$ cat config.mk
export PLATFORM = sky130hd
export DESIGN_NAME = alu_seq
export DESIGN_NICKNAME = d
export VERILOG_FILES = /design/src/rtl/alu_seq.sv
export SDC_FILE = /design/constraint.sdc
export NUM_CORES = 1
export LEC_CHECK = 0
export ABC_CLOCK_PERIOD_IN_PS = 2100
export CAP_MARGIN = 20
export CELL_PAD_IN_SITES_DETAIL_PLACEMENT = 1
export CELL_PAD_IN_SITES_GLOBAL_PLACEMENT = 1
export CORE_UTILIZATION = 45
export CTS_BUF_LIST = sky130_fd_sc_hd__clkbuf_8
export DETAILED_ROUTE_END_ITERATION = 16
export PLACE_DENSITY = 0.92
export SLEW_MARGIN = 20
export SYNTH_ARGS = -nofsm -noshare
export SYNTH_HDL_FRONTEND = slang
export SYNTH_SLANG_ARGS = --single-unit
$ cat constraint.sdc
create_clock -name clk -period 2.1 [get_ports clk]
set_clock_uncertainty 0.1 [all_clocks]
set_input_delay 0.42 -clock clk [delete_from_list [all_inputs] [get_ports clk]]
set_output_delay 0.42 -clock clk [all_outputs]
set_load 0.02 [all_outputs]
$ cat src/rtl/alu_seq.sv
// Sequencer that runs one ALU operation over a 4 x 4-bit register file and
// updates the architectural flags. Optional feature macro: ALU_SEQ_CARRY_CHAIN_EN.
//
// state | meaning
// IDLE  | waiting for start; direct register loads accepted
// READ  | operands presented on alu_*; command reloaded from latched fields
// EXEC  | alu_* held; result and flags captured at end of cycle
// WB    | result written to reg[rd], flags committed, done pulsed
module alu_seq (
  input  logic       clk,
  input  logic       reset_n,
  input  logic       start,
  input  logic [2:0] op,
  input  logic [1:0] rs,
  input  logic [1:0] rt,
  input  logic [1:0] rd,
`ifdef ALU_SEQ_CARRY_CHAIN_EN
  input  logic       use_cf,
`endif
  input  logic       wr_en,
  input  logic [1:0] wr_addr,
  input  logic [3:0] wr_data,
  input  logic [1:0] rd_addr,
  output logic [3:0] rd_data,
  output logic [3:0] alu_a,
  output logic [3:0] alu_b,
  output logic       alu_cin,
  output logic [2:0] alu_op,
  input  logic [3:0] alu_r,
  input  logic       alu_zero,
  input  logic       alu_carry,
  input  logic       alu_sign,
  output logic       busy,
  output logic       done,
  output logic       flag_z,
  output logic       flag_c,
  output logic       flag_s
);

  typedef enum logic [1:0] {IDLE, READ, EXEC, WB} state_t;

  state_t     state;
  logic [3:0] regs [4];

  logic [2:0] cmd_op;
  logic [1:0] cmd_rs;
  logic [1:0] cmd_rt;
  logic [1:0] cmd_rd;
`ifdef ALU_SEQ_CARRY_CHAIN_EN
  logic       cmd_use_cf;
`endif

  logic [3:0] res_q;
  logic       stg_z;
  logic       stg_c;
  logic       stg_s;

  logic [3:0] src_a;
  logic [3:0] src_b;
  logic       start_cin;
  logic       read_cin;

  assign rd_data = regs[rd_addr];

  // A direct load committing on the start edge must be seen by the operands.
  assign src_a = (wr_en && (wr_addr == rs)) ? wr_data : regs[rs];
  assign src_b = (wr_en && (wr_addr == rt)) ? wr_data : regs[rt];

`ifdef ALU_SEQ_CARRY_CHAIN_EN
  assign start_cin = use_cf & flag_c;
  assign read_cin  = cmd_use_cf & flag_c;
`else
  assign start_cin = 1'b0;
  assign read_cin  = 1'b0;
`endif

  always_ff @(posedge clk or negedge reset_n) begin
    if (!reset_n) begin
      state  <= IDLE;
      for (int i = 0; i < 4; i++) regs[i] <= '0;
      cmd_op <= '0;
      cmd_rs <= '0;
      cmd_rt <= '0;
      cmd_rd <= '0;
`ifdef ALU_SEQ_CARRY_CHAIN_EN
      cmd_use_cf <= 1'b0;
`endif
      res_q   <= '0;
      stg_z   <= 1'b0;
      stg_c   <= 1'b0;
      stg_s   <= 1'b0;
      alu_a   <= '0;
      alu_b   <= '0;
      alu_op  <= '0;
      alu_cin <= 1'b0;
      flag_z  <= 1'b0;
      flag_c  <= 1'b0;
      flag_s  <= 1'b0;
      busy    <= 1'b0;
      done    <= 1'b0;
    end else begin
      case (state)
        IDLE: begin
          if (wr_en) regs[wr_addr] <= wr_data;
          if (start) begin
            state  <= READ;
            busy   <= 1'b1;
            cmd_op <= op;
            cmd_rs <= rs;
            cmd_rt <= rt;
            cmd_rd <= rd;
`ifdef ALU_SEQ_CARRY_CHAIN_EN
            cmd_use_cf <= use_cf;
`endif
            // Operands go out on the start edge so the ALU settles during READ.
            alu_a   <= src_a;
            alu_b   <= src_b;
            alu_op  <= op;
            alu_cin <= start_cin;
          end
        end
        READ: begin
          // Registers and flags cannot change while busy, so this reload
          // reproduces the values presented on the start edge.
          alu_a   <= regs[cmd_rs];
          alu_b   <= regs[cmd_rt];
          alu_op  <= cmd_op;
          alu_cin <= read_cin;
          state   <= EXEC;
        end
        EXEC: begin
          res_q <= alu_r;
          stg_z <= alu_zero;
          stg_c <= alu_carry;
          stg_s <= alu_sign;
          done  <= 1'b1;
          state <= WB;
        end
        WB: begin
          regs[cmd_rd] <= res_q;
          flag_z <= stg_z;
          flag_c <= stg_c;
          flag_s <= stg_s;
          done   <= 1'b0;
          busy   <= 1'b0;
          state  <= IDLE;
        end
        default: state <= IDLE;
      endcase
    end
  end

endmodule

* After elaboration in Yosys (flattened, before gate mapping)
Index checks and enable logic that the tools add are counted.
Word-level totals: bits in registers 51, bits of input ports 28, output and inout port bits 21, word-level logic and storage cells 95
Operators by class: $lt $le $gt $ge 9, equality and inequality tests 7, mux-type cells 38, bitwise logic cells 7, reductions and logical operators 12
Operators with widths (count):
- $mux 4 | 16
- $bmux 4 s2 | 5
- $bwmux 16 | 2
- $pmux 16 s2 | 1
- $ge 3x3->1 const B | 7
- $not 2->3 | 7
- $demux 4 s2 | 2
- $mux 16 | 1
- $pmux 4 s2 | 2
- $pmux 2 s4 | 1
- $reduce_and 2->1 | 4
- $lt 3x1->1 const B | 2
- $pmux 1 s2 | 3
- $pmux 3 s2 | 1
- $reduce_bool 2->1 | 3
- $eq 2x2->1 | 2
- $eq 2x2->1 const B | 2
- $logic_and 1x1->1 | 4
- $ne 2x2->1 const B | 2
- $mux 3 | 1
- $eq 2x1->1 const B | 1
- $logic_not 2->1 | 1
- $mux 1 | 2
- $mux 2 | 1

* Depth between registers and ports, before layout
depth in word-level cells 8, depth in mapped cells 7, depth with buffers taken out 5

* Least setup slack after synthesis
OpenSTA, ideal clock, no wires.
kind flip-flop to flip-flop, from register state[0], to register regs[10] (netlist bit), setup time 0.125 ns, data arrival time 1.574 ns, required time 1.875 ns, path slack 0.301 ns, stages on the path, launching flop included 7, path buffers 1, period minus slack after synthesis 1.799 ns, cell sequence dfrtp_1 inv_1 ha_1 buf_6 and3b_4 a32oi_4 mux2_4
Between the ends: cells in the longest elaborated chain, start to end 3, elaborated cells on any way between the ends 6, classes of those cells eq/ne (2); mux (1); reduce/logical (3)
Ends and longest elaborated chain:
- from (decl) | line 42 | state_t state;
- from (signal assigned) | line 79 | state <= IDLE;
- from (signal assigned) | line 106 | state <= READ;
- from (signal assigned) | line 129 | state <= EXEC;
- $logic_not 2->1 / $eq 2x2->1 (equally long branches) | line 102 | case (state)
- $ne 2x2->1 (no line) / $reduce_bool 2->1 (equally long branches)
- $reduce_and 2->1 (no line)
- to (signal, indexed assignment) | line 104 | if (wr_en) regs[wr_addr] <= wr_data;
- to (signal, indexed assignment) | line 140 | regs[cmd_rd] <= res_q;
- to (decl) | line 43 | logic [3:0] regs [4];
Several ways; a longest one is shown, not always the timed one. A chain may end at the register's enable or synchronous reset.

* Final worst setup path
from register regs[10] (netlist bit), to output rd_data[2]
Between the ends: cells in the longest elaborated chain, start to end 3
Ends and longest elaborated chain:
- $bmux 4 s2 | line 63 | assign rd_data = regs[rd_addr];
- $mux 4 (implied by the code) (2 in series) | line 63
- to (decl) | line 24 | output logic [3:0] rd_data,
Every way passes these cells. The select of a mux whose other input is x is not followed.

==> out/metrics.cfg <==
[placed_design]
gp_congestion = 0.8618
port_buffers = 47
placedCellCount = 408
place_hpwl_um = 6537
post-place-ws_ns = -0.5943

[route]
vias = 2434
viasPerCell = 5.851
drt-initial-drc-count = 175
drcViolationCount = 0
drtAntennaViolNets = 0
drt_wl_total_um = 8398
routedWlPerCell_um = 20.19
drtPass1Iterations = 4

[timing]
rsz0062_at_grt = false
drv_slew = 0
min_period_over_period = 0.9783
final_hold_viol_count = 0
finalSetupViolations = 0
fmax_ghz = 0.4868
post-route-min-period_ns = 2.054
setup_ws_ns = 0.04565
hold_ws_ns = 0.3804

[power]
ir_worst_vdd_v = 0.0006257
power_w = 0.005752
power_density_nw_per_um2 = 1434
p_leak_nw = 1.625

[logic_synthesis]
postSynthCellCount = 248
synth.most_common_cell = dfrtp_1
yosys_warnings = 0
synth-main-ff-cell = dfrtp_1
synth_top_area_frac = 0.3971
synth-edff-count = 0
synth_area_leaders = dfrtp_1, mux4_2, mux2_2
netlist_area_um2 = 3151
netlist_top_cells_count = dfrtp_1, mux2_2, mux4_2
synth_top_area_cell = dfrtp_1
synth-seq-cells = 50
synthArstFlopShare = 1.000
synth_fp_nets = 280
syn_area_per_cell_um2 = 12.70
yosysUniqueCellTypes = 36
yosysSeqAreaShare = 0.3971

[critical_path]
worstPathMaxFanout = 3
crit_path_start_kind = flip-flop
worstPathRequired_ns = 1.58
arrival_ns = 1.53
cpPeakStageDelay_ns = 0.50
critPathSlowestCell = mux4_2
rrSetupSlack_ns = 0.16
r2r-end = alu_a[2]$_DFFE_PN0P_
criticalPathCategory = flip-flop to output port
worst_setup_path_end_kind = output port
crit-reg2reg-launch = state[1]$_DFFE_PN0P_
cp_cell_sequence = mux4_2 > clkdlybuf4s15_2
rr_worst_depth = 7

[cts]
htree_levels = 2
clock-sinks = 50
cts_setup_buffers = 0
clkTransAtPathRegs_ns = 0.09
cts_made_buffers = 5
clock_latency_ns = 0.30
clk_path_buf_depth = 2
clockRootBuffer = clkbuf_8
cts_tree = yes

[die]
die_y_um = 85.67
dieArea_um2 = 7339
coreArea_um2 = 6794
start_util = 0.4637
die_x_um = 85.67
rows = 30
io_pins = 49

[flow_run]
cap_viol_max_count = 0

[global_routing]
grt_pass1_vias = 2629
grt.total_usage = 0.2474
grt-ovfl-total = 0
antenna_found_initial = 0
grt_start_max_net_pins = 51
grt_pass1_wl_um = 13660

[cells_and_area]
diodes = 0
fin_cells = 416
areaGrowthSynthToFinish_pct = 27.32
drive_gt1_frac = 0.3406
nNetsFinal = 352
final_util = 0.5904

[min_path]
min_from = alu_op[2]$_DFFE_PN0P_
timing.hold.worst_endpoint = alu_op[2]$_DFFE_PN0P_
whs_path_depth = 2
min_path_type = flip-flop to flip-flop

[run_status]
status = completed

[layout by cell type (no fill, tap or decap), types with 9 or more instances in the layout]
cell,n
mux4_2,20
mux2_2,32
clkdlybuf4s50_1,40
dfrtp_1,50
nand2b_1,9
nor2_1,14
o22ai_1,15
nand2_1,12
buf_4,31
[layout make-up]
class                   instances  area, um2
inverters                       4      15.01
multi-input cells             179       1784
repair buffers                 80      728.2
clock inverters                 1      30.03
flip-flops and latches         50       1251
clock buffers                   6      82.58
well taps                      96      120.1
fillers                       702       2783
[where the power goes]
group	switching [W]	leakage, nW	internal (W)
Clock	0.000326	0.0573	0.000382
Combinational	0.00150	0.957	0.00171
Sequential	0.000401	0.610	0.00143
Total	0.00222	1.62	0.00353
[kinds of logic (layout without fill, tap and decap cells)]
logic type | Yosys count | in the layout | synth area share
compound gates | 51 | 51 | 0.1402
xor+xnor | 8 | 8 | 0.02224
fa+ha+maj | 4 | 4 | 0.01589
buf+inv | 19 | 91 | 0.03653
flops | 50 | 50 | 0.3971
mux | 60 | 60 | 0.2903
other cells | 1 | 1 | 0.001190
simple gates | 55 | 55 | 0.09650
[metal layers]
| metal | routed length, um | GRT usage |
|---|---|---|
| met5 | 0 | 0 |
| met4 | 130 | 0.08485 |
| met3 | 348 | 0.03850 |
| met2 | 4536 | 0.4422 |
| met1 | 3383 | 0.3058 |
[metrics by stage]
stage	instance area, um2	setup TNS (ns)
floorplan	3151	0
global placement	3889	-2.229
detailed placement	3889	-3.129
CTS	4011	0
global route	4011	0
finish	4011	0
[critical path, delay by kind of cell, from the launching register on]
| family | cells | cell delay, ns |
|---|---|---|
| DFF | 1 | 0.46 |
| muxes | 1 | 0.50 |
| buffers and inverters | 1 | 0.28 |
[worst max-delay path by stage]
| stage | startpoint | end | slack (ns) |
|---|---|---|---|
| floorplan | state[0]$_DFFE_PN0P_ | regs[10]$_DFFE_PN0P_ | 0.30 |
| global placement | rd_addr[0] | rd_data[2] | -0.59 |
| detailed placement | rd_addr[0] | rd_data[1] | -0.59 |
| CTS | regs[10]$_DFFE_PN0P_ | rd_data[2] | 0.03 |
| global route | regs[8]$_DFFE_PN0P_ | rd_data[0] | 0.02 |
| finish | regs[10]$_DFFE_PN0P_ | rd_data[2] | 0.05 |
[registers in the layout, indices dropped and copies added (netlist names), 2 cells and up]
name,count
regs,16
alu_b,4
cmd_op,3
cmd_rd,2
res_q,4
cmd_rs,2
cmd_rt,2
state,2
alu_op,3
alu_a,4
[repair_timing]
action / CTS / global route
hold endpoints to repair: 10 / 0
setup endpoints to repair: 4 / 0
resized for setup: 12 / 0
hold buffers: 1 / 0
(Power assumes the default switching activity.)
